--- src/rtl/cpu_pkg.sv ---
// Shared definitions for the hardwired control unit: sequencer states,
// opcode constants and IR field positions.
// Optional feature macro: CTRL_MULDIV_EN (adds the T6 state for mul/div).
package cpu_pkg;

    // IR field bit positions
    localparam int OPC_HI = 31;
    localparam int OPC_LO = 27;
    localparam int RA_HI  = 26;
    localparam int RA_LO  = 23;
    localparam int RB_HI  = 22;
    localparam int RB_LO  = 19;
    localparam int RC_HI  = 18;
    localparam int RC_LO  = 15;

    typedef enum logic [3:0] {
        ST_IDLE   = 4'd0,
        ST_T0     = 4'd1,
        ST_T1     = 4'd2,
        ST_T2     = 4'd3,
        ST_T3     = 4'd4,
        ST_T4     = 4'd5,
        ST_T5     = 4'd6,
`ifdef CTRL_MULDIV_EN
        ST_T6     = 4'd7,
`endif
        ST_HALTED = 4'd8
    } state_e;

    localparam logic [4:0] OP_ADD  = 5'b00011;
    localparam logic [4:0] OP_SUB  = 5'b00100;
    localparam logic [4:0] OP_AND  = 5'b00101;
    localparam logic [4:0] OP_OR   = 5'b00110;
    localparam logic [4:0] OP_SHR  = 5'b00111;
    localparam logic [4:0] OP_SHRA = 5'b01000;
    localparam logic [4:0] OP_SHL  = 5'b01001;
    localparam logic [4:0] OP_ROR  = 5'b01010;
    localparam logic [4:0] OP_ROL  = 5'b01011;
    localparam logic [4:0] OP_MUL  = 5'b01111;
    localparam logic [4:0] OP_DIV  = 5'b10000;
    localparam logic [4:0] OP_NOP  = 5'b11010;
    localparam logic [4:0] OP_HALT = 5'b11011;

    // Single-result ALU operations occupy one contiguous opcode range
    function automatic logic is_alu_op(input logic [4:0] op);
        return (op >= OP_ADD) && (op <= OP_ROL);
    endfunction

    function automatic logic is_muldiv_op(input logic [4:0] op);
        return (op == OP_MUL) || (op == OP_DIV);
    endfunction

endpackage

--- src/rtl/control_sequencer_if.sv ---
// Datapath control bundle between the sequencer (master) and the datapath (slave).
interface control_sequencer_if #(
    parameter int IR_W = 32,
    parameter int OP_W = 5
);
    logic            start;
    logic            mem_ready;
    logic [IR_W-1:0] ir;
    logic [15:0]     Rin;
    logic [15:0]     Rout;
    logic            PCin;
    logic            PCout;
    logic            MARin;
    logic            MDRin;
    logic            MDRout;
    logic            MDR_read;
    logic            IRin;
    logic            Yin;
    logic            Zlowin;
    logic            Zhighin;
    logic            Zlowout;
    logic            Zhighout;
    logic            HIin;
    logic            LOin;
    logic            pcInc;
    logic [OP_W-1:0] op_code;
    logic            halted;
    logic            illegal;

    modport master (
        input  start, mem_ready, ir,
        output Rin, Rout, PCin, PCout, MARin, MDRin, MDRout, MDR_read, IRin,
               Yin, Zlowin, Zhighin, Zlowout, Zhighout, HIin, LOin, pcInc,
               op_code, halted, illegal
    );

    modport slave (
        output start, mem_ready, ir,
        input  Rin, Rout, PCin, PCout, MARin, MDRin, MDRout, MDR_read, IRin,
               Yin, Zlowin, Zhighin, Zlowout, Zhighout, HIin, LOin, pcInc,
               op_code, halted, illegal
    );
endinterface

--- src/rtl/reg_select_decoder.sv ---
// 4-to-16 one-hot register select decoder with enable.
module reg_select_decoder (
    input  logic        en,
    input  logic [3:0]  sel,
    output logic [15:0] onehot
);
    // At most one bit set, none when disabled
    always_comb begin
        onehot = 16'h0000;
        if (en) begin
            onehot[sel] = 1'b1;
        end else begin
            onehot = 16'h0000;
        end
    end
endmodule

--- src/rtl/control_sequencer.sv ---
// Hardwired control unit for the single-bus CPU datapath: fetch T0-T2,
// execute T3-T6. Strobes are Moore-decoded from the state and IR, so an
// asynchronous reset clears every strobe immediately.
// Optional feature macro: CTRL_MULDIV_EN (mul/div via T5->T6 with HI/LO writes).
module control_sequencer
    import cpu_pkg::*;
#(
    parameter int IR_W = 32,
    parameter int OP_W = 5
) (
    input  logic                clk,
    input  logic                rst_n,
    control_sequencer_if.master bus
);
    state_e          state_r;
    state_e          next_state_s;
    logic            illegal_r;

    logic [OP_W-1:0] opcode_s;
    logic [3:0]      ra_s;
    logic [3:0]      rb_s;
    logic [3:0]      rc_s;
    logic            is_exec_s;
    logic            unused_ir_s;

    logic            rin_en_s;
    logic            rout_en_s;
    logic [3:0]      rout_sel_s;
    logic [15:0]     rin_s;
    logic [15:0]     rout_s;
    logic            pcin_s, pcout_s, marin_s, mdrin_s, mdrout_s, mdr_read_s;
    logic            irin_s, yin_s, zlowin_s, zlowout_s, pcinc_s, halted_s;
    logic [OP_W-1:0] op_code_s;

    assign opcode_s    = bus.ir[IR_W-1 -: OP_W];
    assign ra_s        = bus.ir[RA_HI:RA_LO];
    assign rb_s        = bus.ir[RB_HI:RB_LO];
    assign rc_s        = bus.ir[RC_HI:RC_LO];
    assign unused_ir_s = ^bus.ir[RC_LO-1:0];

`ifdef CTRL_MULDIV_EN
    logic muldiv_s;
    logic zhighin_s, zhighout_s, hiin_s, loin_s;
    assign muldiv_s  = is_muldiv_op(opcode_s);
    assign is_exec_s = is_alu_op(opcode_s) || muldiv_s;
`else
    assign is_exec_s = is_alu_op(opcode_s);
`endif

    // State register
    always_ff @(posedge clk or negedge rst_n) begin
        if (!rst_n) begin
            state_r <= ST_IDLE;
        end else begin
            state_r <= next_state_s;
        end
    end

    // Sticky illegal flag: set on a bad decode, cleared when restarting from HALTED
    always_ff @(posedge clk or negedge rst_n) begin
        if (!rst_n) begin
            illegal_r <= 1'b0;
        end else if ((state_r == ST_T3) && !is_exec_s &&
                     (opcode_s != OP_NOP) && (opcode_s != OP_HALT)) begin
            illegal_r <= 1'b1;
        end else if ((state_r == ST_HALTED) && bus.start) begin
            illegal_r <= 1'b0;
        end else begin
            illegal_r <= illegal_r;
        end
    end

    // Next-state logic
    always_comb begin
        next_state_s = state_r;
        case (state_r)
            ST_IDLE:   next_state_s = bus.start ? ST_T0 : ST_IDLE;
            ST_T0:     next_state_s = ST_T1;
            ST_T1:     next_state_s = bus.mem_ready ? ST_T2 : ST_T1;
            ST_T2:     next_state_s = ST_T3;
            ST_T3: begin
                if (is_exec_s) begin
                    next_state_s = ST_T4;
                end else if (opcode_s == OP_NOP) begin
                    next_state_s = ST_T0;
                end else begin
                    next_state_s = ST_HALTED;
                end
            end
            ST_T4:     next_state_s = ST_T5;
`ifdef CTRL_MULDIV_EN
            ST_T5:     next_state_s = muldiv_s ? ST_T6 : ST_T0;
            ST_T6:     next_state_s = ST_T0;
`else
            ST_T5:     next_state_s = ST_T0;
`endif
            ST_HALTED: next_state_s = bus.start ? ST_T0 : ST_HALTED;
            default:   next_state_s = ST_IDLE;
        endcase
    end

    // Moore strobe decode from state and IR
    always_comb begin
        rin_en_s   = 1'b0;
        rout_en_s  = 1'b0;
        rout_sel_s = rb_s;
        pcin_s     = 1'b0;
        pcout_s    = 1'b0;
        marin_s    = 1'b0;
        mdrin_s    = 1'b0;
        mdrout_s   = 1'b0;
        mdr_read_s = 1'b0;
        irin_s     = 1'b0;
        yin_s      = 1'b0;
        zlowin_s   = 1'b0;
        zlowout_s  = 1'b0;
        pcinc_s    = 1'b0;
        halted_s   = 1'b0;
        op_code_s  = '0;
`ifdef CTRL_MULDIV_EN
        zhighin_s  = 1'b0;
        zhighout_s = 1'b0;
        hiin_s     = 1'b0;
        loin_s     = 1'b0;
`endif
        case (state_r)
            ST_T0: begin
                pcout_s  = 1'b1;
                marin_s  = 1'b1;
                pcinc_s  = 1'b1;
                zlowin_s = 1'b1;
            end
            ST_T1: begin
                zlowout_s  = 1'b1;
                pcin_s     = 1'b1;
                mdr_read_s = 1'b1;
                mdrin_s    = 1'b1;
            end
            ST_T2: begin
                mdrout_s = 1'b1;
                irin_s   = 1'b1;
            end
            ST_T3: begin
                if (is_exec_s) begin
                    rout_en_s = 1'b1;
                    yin_s     = 1'b1;
                end else begin
                    rout_en_s = 1'b0;
                end
            end
            ST_T4: begin
                rout_en_s  = 1'b1;
                rout_sel_s = rc_s;
                op_code_s  = opcode_s;
                zlowin_s   = 1'b1;
`ifdef CTRL_MULDIV_EN
                zhighin_s  = muldiv_s;
`endif
            end
            ST_T5: begin
                zlowout_s = 1'b1;
`ifdef CTRL_MULDIV_EN
                if (muldiv_s) begin
                    loin_s = 1'b1;
                end else begin
                    rin_en_s = 1'b1;
                end
`else
                rin_en_s = 1'b1;
`endif
            end
`ifdef CTRL_MULDIV_EN
            ST_T6: begin
                zhighout_s = 1'b1;
                hiin_s     = 1'b1;
            end
`endif
            ST_HALTED: halted_s = 1'b1;
            default:   halted_s = 1'b0;
        endcase
    end

    reg_select_decoder u_rin_dec (
        .en     (rin_en_s),
        .sel    (ra_s),
        .onehot (rin_s)
    );

    reg_select_decoder u_rout_dec (
        .en     (rout_en_s),
        .sel    (rout_sel_s),
        .onehot (rout_s)
    );

    assign bus.Rin      = rin_s;
    assign bus.Rout     = rout_s;
    assign bus.PCin     = pcin_s;
    assign bus.PCout    = pcout_s;
    assign bus.MARin    = marin_s;
    assign bus.MDRin    = mdrin_s;
    assign bus.MDRout   = mdrout_s;
    assign bus.MDR_read = mdr_read_s;
    assign bus.IRin     = irin_s;
    assign bus.Yin      = yin_s;
    assign bus.Zlowin   = zlowin_s;
    assign bus.Zlowout  = zlowout_s;
    assign bus.pcInc    = pcinc_s;
    assign bus.op_code  = op_code_s;
    assign bus.halted   = halted_s;
    assign bus.illegal  = illegal_r;
`ifdef CTRL_MULDIV_EN
    assign bus.Zhighin  = zhighin_s;
    assign bus.Zhighout = zhighout_s;
    assign bus.HIin     = hiin_s;
    assign bus.LOin     = loin_s;
`else
    assign bus.Zhighin  = 1'b0;
    assign bus.Zhighout = 1'b0;
    assign bus.HIin     = 1'b0;
    assign bus.LOin     = 1'b0;
`endif

endmodule

--- src/flat_wrapper.sv ---
// flat-port wrapper written by rule: the top's interface ports become plain ports
module control_sequencer_flat import cpu_pkg::*;
#(
    parameter int IR_W = 32,
    parameter int OP_W = 5
)
  (clk, rst_n, bus_start, bus_mem_ready, bus_ir, bus_Rin, bus_Rout, bus_PCin, bus_PCout, bus_MARin, bus_MDRin, bus_MDRout, bus_MDR_read, bus_IRin, bus_Yin, bus_Zlowin, bus_Zhighin, bus_Zlowout, bus_Zhighout, bus_HIin, bus_LOin, bus_pcInc, bus_op_code, bus_halted, bus_illegal);
  control_sequencer_if #(.IR_W(IR_W), .OP_W(OP_W)) bus_i ();
  input  logic clk;
  input  logic rst_n;
  input wire logic [$bits(bus_i.start)-1:0] bus_start;
  input wire logic [$bits(bus_i.mem_ready)-1:0] bus_mem_ready;
  input wire logic [$bits(bus_i.ir)-1:0] bus_ir;
  output wire logic [$bits(bus_i.Rin)-1:0] bus_Rin;
  output wire logic [$bits(bus_i.Rout)-1:0] bus_Rout;
  output wire logic [$bits(bus_i.PCin)-1:0] bus_PCin;
  output wire logic [$bits(bus_i.PCout)-1:0] bus_PCout;
  output wire logic [$bits(bus_i.MARin)-1:0] bus_MARin;
  output wire logic [$bits(bus_i.MDRin)-1:0] bus_MDRin;
  output wire logic [$bits(bus_i.MDRout)-1:0] bus_MDRout;
  output wire logic [$bits(bus_i.MDR_read)-1:0] bus_MDR_read;
  output wire logic [$bits(bus_i.IRin)-1:0] bus_IRin;
  output wire logic [$bits(bus_i.Yin)-1:0] bus_Yin;
  output wire logic [$bits(bus_i.Zlowin)-1:0] bus_Zlowin;
  output wire logic [$bits(bus_i.Zhighin)-1:0] bus_Zhighin;
  output wire logic [$bits(bus_i.Zlowout)-1:0] bus_Zlowout;
  output wire logic [$bits(bus_i.Zhighout)-1:0] bus_Zhighout;
  output wire logic [$bits(bus_i.HIin)-1:0] bus_HIin;
  output wire logic [$bits(bus_i.LOin)-1:0] bus_LOin;
  output wire logic [$bits(bus_i.pcInc)-1:0] bus_pcInc;
  output wire logic [$bits(bus_i.op_code)-1:0] bus_op_code;
  output wire logic [$bits(bus_i.halted)-1:0] bus_halted;
  output wire logic [$bits(bus_i.illegal)-1:0] bus_illegal;
  assign bus_i.start = bus_start;
  assign bus_i.mem_ready = bus_mem_ready;
  assign bus_i.ir = bus_ir;
  assign bus_Rin = bus_i.Rin;
  assign bus_Rout = bus_i.Rout;
  assign bus_PCin = bus_i.PCin;
  assign bus_PCout = bus_i.PCout;
  assign bus_MARin = bus_i.MARin;
  assign bus_MDRin = bus_i.MDRin;
  assign bus_MDRout = bus_i.MDRout;
  assign bus_MDR_read = bus_i.MDR_read;
  assign bus_IRin = bus_i.IRin;
  assign bus_Yin = bus_i.Yin;
  assign bus_Zlowin = bus_i.Zlowin;
  assign bus_Zhighin = bus_i.Zhighin;
  assign bus_Zlowout = bus_i.Zlowout;
  assign bus_Zhighout = bus_i.Zhighout;
  assign bus_HIin = bus_i.HIin;
  assign bus_LOin = bus_i.LOin;
  assign bus_pcInc = bus_i.pcInc;
  assign bus_op_code = bus_i.op_code;
  assign bus_halted = bus_i.halted;
  assign bus_illegal = bus_i.illegal;
  control_sequencer #(.IR_W(IR_W), .OP_W(OP_W)) u_core (.clk(clk), .rst_n(rst_n), .bus(bus_i));
endmodule
--- config.mk ---
export PLATFORM = sky130hd
export DESIGN_NAME = control_sequencer_flat
export DESIGN_NICKNAME = d
export VERILOG_FILES = /design/src/rtl/cpu_pkg.sv /design/src/rtl/control_sequencer_if.sv /design/src/rtl/reg_select_decoder.sv /design/src/rtl/control_sequencer.sv /design/src/flat_wrapper.sv
export SDC_FILE = /design/constraint.sdc
export NUM_CORES = 1
export LEC_CHECK = 0
export ABC_CLOCK_PERIOD_IN_PS = 2400
export BUFFER_PORTS_ARGS = -buffer_cell sky130_fd_sc_hd__buf_2
export CAP_MARGIN = 20
export CORE_UTILIZATION = 25
export CTS_BUF_LIST = sky130_fd_sc_hd__clkbuf_16
export DETAILED_ROUTE_END_ITERATION = 10
export GPL_TIMING_DRIVEN = 0
export PLACE_DENSITY = 0.6
export SETUP_SLACK_MARGIN = 0.1
export SLEW_MARGIN = 5
export SYNTH_ARGS = -nofsm -noshare
export SYNTH_HDL_FRONTEND = slang
export SYNTH_SLANG_ARGS = --single-unit
--- constraint.sdc ---
create_clock -name clk -period 2.4 [get_ports clk]
set_clock_uncertainty 0.2 [all_clocks]
set_input_delay 0.24 -clock clk [delete_from_list [all_inputs] [get_ports clk]]
set_output_delay 0.24 -clock clk [all_outputs]
set_load 0.1 [all_outputs]
==> impl_metrics.tcl, run 1 <==
set metrics [dict create \
    antenna_found_initial 0 \
    layoutNonFillerInstCount 268 \
    worst_pin_slew_ns 0.588 \
    gp_congestion 0.705 \
    io_pins 90 \
    synth-compound-area-share 0.150 \
    final_core_util 0.756 \
    synthDominantCellAreaShare 0.157 \
    synthXorXnorAreaFrac 0 \
    ys_types 31 \
    dp_hpwl_um 2120 \
    slowest_delay_ns 0.59 \
    clock_sinks 5 \
    die_h_um 58.4 \
    whs_ns 0.0902 \
    vias 1248 \
    firstDrtPassIters 4 \
    antenna_cells 0 \
    cts_root_buf "clkbuf_16" \
    cts_made_buffers 3 \
    powerDensity_nw_per_um2 902 \
    crit_chain "or4b_4 > a2111oi_4 > buf_4 > a22oi_2 > buf_6 > nor3_4 > buf_12" \
    drive_above_1_share 0.772 \
    coreArea_um2 3030 \
    finalHoldViolations 0 \
    required_ns 1.96 \
    grt_pass1_vias 1236 \
    drt-total-wl_um 4040 \
    cap_violations 0 \
    grtUsageTotal 0.225 \
    cts_buffer_depth 2 \
    final.period_utilization 1.15 \
    insertion_delay_ns 0.23 \
    dieArea_um2 3410 \
    drv_slew 0 \
    netlist_top_cells_area "dfrtp_1, nor2_1, buf_4" \
    path_class "reg2out" \
    grt_max_degree 11 \
    synthAdderAreaFrac 0 \
    power.share.clock 0.132 \
    pwr-share-seq 0.072 \
    grt_pass1_wl_um 5760 \
    synth_seq_cells 5 \
    path_clk_slew_ns 0.03 \
    min_path_type "in2reg" \
    setup_ws_ns -0.363 \
    start_kind "register" \
    critPathSlowestCell "or4b_4" \
    synthMuxAreaShare 0.0646 \
    fin_crit_ns 2.76 \
    synth_top_cells_by_count "nor2_1, nand2_1, nor3_1, buf_4, nand2b_1" \
    synth_warnings 0 \
    rows 20 \
    wire_per_inst_um 15.1 \
    rsz0062_at_grt "true" \
    violations "negative setup slack" \
    fillCellCount 200 \
    grt_overflow 0 \
    cts_tree "done" \
    p_sw_frac 0.601 \
    async_reset_ff_frac 1.00 \
    layout.nets 261 \
    seq_area_frac_synth 0.157 \
    yosysMostFrequentCell "nor2_1" \
    power_frac_comb 0.796 \
    initial_core_util 0.262 \
    slew_headroom 0.608 \
    dp_cells 240 \
    max_freq_mhz 362 \
    synth_edf_count 0 \
    synthSimpleGateAreaFrac 0.499 \
    power.leakage_nw 0.986 \
    synth_top_family_by_area "simple AND/OR/NAND/NOR gates" \
    ir_worst_vdd_uv 810 \
    synth_top_flop_cell "dfrtp_1" \
    ant_nets 0 \
    crit_fanout 7 \
    syn_to_final_growth_pct 188 \
    avgSynthCellArea_um2 6.46 \
    syn_inst 123 \
    post_synth_instance_area_um2 795 \
    power.total_mw 2.06 \
    io_buffer_count 70 \
    end_kind "output port" \
    synth_area_leader_cell "dfrtp_1" \
    outcome "complete, but fails checks" \
    dieWidth_um 58.4 \
    initialDrtViolationCount 31 \
    cp.arrival_ns 2.32 \
    p_int_uw 824 \
    viasPerCell 4.66 \
    drc 0 \
    p_sw_mw 1.24 \
    h-tree-depth 1 \
    setup_violations 17 \
]
-- critical path, delay by kind of cell (launching register included) --
family,cells,cell delay [ns]
compound gates,2,0.31
buf+inv,3,0.56
flops,1,0.41
simple gates,2,0.81
-- worst paths after layout --
path	startpoint	endpoint	slack (ns)	cells after the start
setup / recovery	u_core.state_r[3]	bus_Rout[3]	-0.36	7
hold / removal	bus_start	u_core.state_r[3]	0.09	2
setup reg to reg	u_core.state_r[3]	u_core.state_r[2]	0.62	4
hold reg to reg	u_core.bus.illegal	u_core.bus.illegal	0.30	1
max in group asynchronous	rst_n	u_core.state_r[1]	1.69	2
min in group asynchronous	rst_n	u_core.state_r[2]	0.17	2
-- registers in the layout, indices dropped and copies added, names as in the netlist --
register	cells
u_core.state_r	4
u_core.bus.illegal	1
-- layout by cell type (no fill, tap or decap), types with 3 or more instances in the layout --
cell type  count
buf_4         34
buf_2         27
buf_12        22
buf_6         19
nor2_2        13
nor2_4        12
nand2b_1       8
nand2_2        8
nor3_4         8
nor2_1         7
nand2_1        6
inv_1          6
and2_2         5
mux2i_4        4
conb_1         4
nor3_1         3
clkbuf_16      3
dfrtp_2        3
-- per-stage QoR --
step	cell area (um^2)	TNS, ns	worst slack (ns)
4_1_cts	2090	-3.91	-0.298
2_1_floorplan	1010	-31.64	-1.61
3_3_place_gp	1420	-7.47	-0.462
3_5_place_dp	1420	-7.99	-0.486
6_report	2290	-4.45	-0.363
5_1_grt	2290	-5.40	-0.423
-- cells by family (layout without fill, tap and decap cells) --
logic type | count (synthesis) | count (layout)
other cells | 1 | 4
flops | 5 | 5
simple gates | 81 | 81
mux | 5 | 5
compound gates | 14 | 14
buf+inv | 17 | 115
-- area by class of cell --
| cell class | instances | area, um^2 | share of cell area |
|---|---|---|---|
| Buffer | 12 | 108 | 0.0470 |
| Clock buffer | 3 | 75.1 | 0.0328 |
| Clock inverter | 1 | 3.75 | 0.00164 |
| Inverter | 5 | 18.8 | 0.00820 |
| Multi-Input combinational cell | 104 | 925 | 0.404 |
| Sequential cell | 5 | 129 | 0.0563 |
| Tap cell | 44 | 55.1 | 0.0240 |
| Timing Repair Buffer | 94 | 976 | 0.426 |
-- power groups by stage --
stage	combinational (mW)	clock, mW	sequential, mW
after floorplan	1.08	0	0.214
final	1.64	0.272	0.148
after detailed placement	1.29	0	0.168
after global placement	1.28	0	0.165
after CTS	1.53	0.274	0.145
after global routing	1.70	0.280	0.153
-- layer usage --
layer / wire length [um] / global-route usage
met4: 65 / 0.105
met5: 0 / 0
met1: 1410 / 0.201
met2: 2320 / 0.466
met3: 245 / 0.0484
-- what timing repair did --
action / 4_1_cts / 5_1_grt
setup endpoints to repair: 35 / 41
hold buffers: 1 / 0
resized for setup: 131 / 34
endpoints found under the hold margin: 5 / 0
pin swaps: 10 / 7
buffers inserted: 15 / 8
Note: power is estimated with default switching activity, not from simulation.
==> run 2: changes to the inputs <==
--- a/config.mk
+++ b/config.mk
@@ -13,6 +13,7 @@
 export DETAILED_ROUTE_END_ITERATION = 10
 export GPL_TIMING_DRIVEN = 0
 export PLACE_DENSITY = 0.6
+export REMOVE_ABC_BUFFERS = 1
 export SETUP_SLACK_MARGIN = 0.1
 export SLEW_MARGIN = 5
 export SYNTH_ARGS = -nofsm -noshare
==> run 2 against run 1 <==
Effect of this change: critical path type unchanged; worst hold slack worse by 0.018 ns; global-route usage down 5.7 points; highest routed layer unchanged; sequential share of layout area up 0.92 points; count of clock-buffer cells in the layout unchanged; the run still ends with negative setup slack left.
==> impl_metrics.tcl, run 2 (same netlist as run 1, synthesis figures left out) <==
set metrics [dict create \
    outcome "complete, but fails checks" \
    violations "negative setup slack" \
    slowest_delay_ns 0.57 \
    initial_core_util 0.262 \
    cap_violations 0 \
    min_path_type "in2reg" \
    fin_crit_ns 2.65 \
    worst_pin_slew_ns 0.512 \
    dieWidth_um 58.4 \
    ir_worst_vdd_uv 518 \
    power.leakage_nw 0.851 \
    vias 1160 \
    powerDensity_nw_per_um2 976 \
    h-tree-depth 1 \
    grt_pass1_vias 1069 \
    syn_to_final_growth_pct 150 \
    drt-total-wl_um 3280 \
    crit_fanout 8 \
    start_kind "register" \
    gp_congestion 0.737 \
    final_common_cell "buf_2" \
    viasPerCell 4.57 \
    end_kind "output port" \
    crit_chain "or4b_4 > a2111oi_4 > buf_4 > a22oi_2 > nor3_2 > buf_6" \
    grt_pass1_wl_um 4400 \
    drv_slew 0 \
    io_pins 90 \
    layout.nets 247 \
    io_buffer_count 70 \
    dp_hpwl_um 1790 \
    path_class "reg2out" \
    layout_common_cells "buf_2, buf_6, buf_4" \
    cts_buffer_depth 2 \
    ant_nets 0 \
    antenna_cells 0 \
    grt_max_degree 10 \
    setup_violations 16 \
    insertion_delay_ns 0.23 \
    r2r-start "u_core.state_r[0]" \
    cp.arrival_ns 2.21 \
    cts_root_buf "clkbuf_16" \
    finalHoldViolations 0 \
    critPathSlowestCell "or4b_4" \
    final.period_utilization 1.10 \
    slew_headroom 0.654 \
    antenna_found_initial 0 \
    cts_made_buffers 3 \
    required_ns 1.96 \
    largest_reg_flops 4 \
    min_to "u_core.state_r[3]" \
    drc 0 \
    hold_depth 2 \
    path_clk_slew_ns 0.03 \
    hold_start "bus_start" \
    coreArea_um2 3030 \
    wire_per_inst_um 12.9 \
    clock_sinks 5 \
    final_core_util 0.657 \
    cts_tree "done" \
    rsz0062_at_grt "true" \
    die_h_um 58.4 \
    setup_ws_ns -0.251 \
    drive_above_1_share 0.643 \
    rows 20 \
    max_freq_mhz 377 \
    dieArea_um2 3410 \
    grtUsageTotal 0.168 \
    ff2ff_path_depth 5 \
    grt_overflow 0 \
    whs_ns 0.0719 \
    initialDrtViolationCount 52 \
    dpl_worst_slack_ns -0.431 \
    critPathLaunch "u_core.state_r[0]" \
    regMostFlops "u_core.state_r" \
    firstDrtPassIters 4 \
    regToRegEndpoint "u_core.state_r[2]" \
    regToRegSetupSlack_ns 0.57 \
]
==> run 2: changes by cell type in the layout (fill, tap and decap cells not counted), moves of 3 or more <==
cell / previous run / this run
buf_6: 19 / 23
clkbuf_4: 2 / 6
nor3_2: 1 / 5
nor2_2: 13 / 0
nor3_4: 8 / 2
nor2_1: 7 / 22
buf_4: 34 / 23
and2_1: 0 / 5
buf_12: 22 / 13
and2_2: 5 / 0
buf_2: 27 / 24
==> run 2: per-layer routing <==
layer	GRT usage	wire length [um]
met5	0	0
met2	0.338	1810
met4	0.0850	41
met3	0.0286	219
met1	0.160	1200
==> run 2: worst max path at each step <==
| stage | endpoint | cells past startpoint |
|---|---|---|
| 6_report | bus_Rout[1] | 6 |
| 5_1_grt | bus_Rout[1] | 6 |
| 4_1_cts | bus_Rout[1] | 6 |
| 3_5_place_dp | bus_Rout[3] | 5 |
| 3_3_place_gp | bus_Rout[2] | 4 |
| 2_1_floorplan | u_core.state_r[1] | 3 |
==> run 2: worst max-delay path: cells and delay by family, from the launching register on <==
kind	cells	cell delay, ns
AOI/OAI and AO/OA	2	0.35
DFF	1	0.42
buffers and inverters	2	0.44
and+or+nand+nor	2	0.78
==> run 2: layout make-up <==
type	count	area, um^2
clock buffers	3	75.1
inverters	5	18.8
multi-input cells	104	811
clock inverters	1	3.75
flip-flops and latches	5	130
repair buffers	92	895
fillers	243	1040
well taps	44	55.1
==> run 2: metrics by stage <==
step	setup TNS (ns)	cells	total power, mW	instance area, um^2
floorplan	-85.77	114	1.00	726
CTS	-2.73	247	1.76	1660
finish	-2.94	254	1.94	1990
global placement	-28.19	228	1.31	1130
global route	-3.82	254	2.02	1990
detailed placement	-6.40	229	1.32	1140
==> run 2: timing repair <==
action / in CTS / in global routing
pin swaps: 17 / 13
resized for setup: 90 / 83
buffers inserted: 13 / 7
setup endpoints to repair: 26 / 44
hold buffers: 1 / 0
hold endpoints to repair: 5 / 0
==> run 2: report_power, final <==
group	total (mW)	switching (mW)	internal, mW
logic	1.50	1.08	0.416
clock network	0.270	0.0539	0.216
registers	0.173	0.0479	0.125
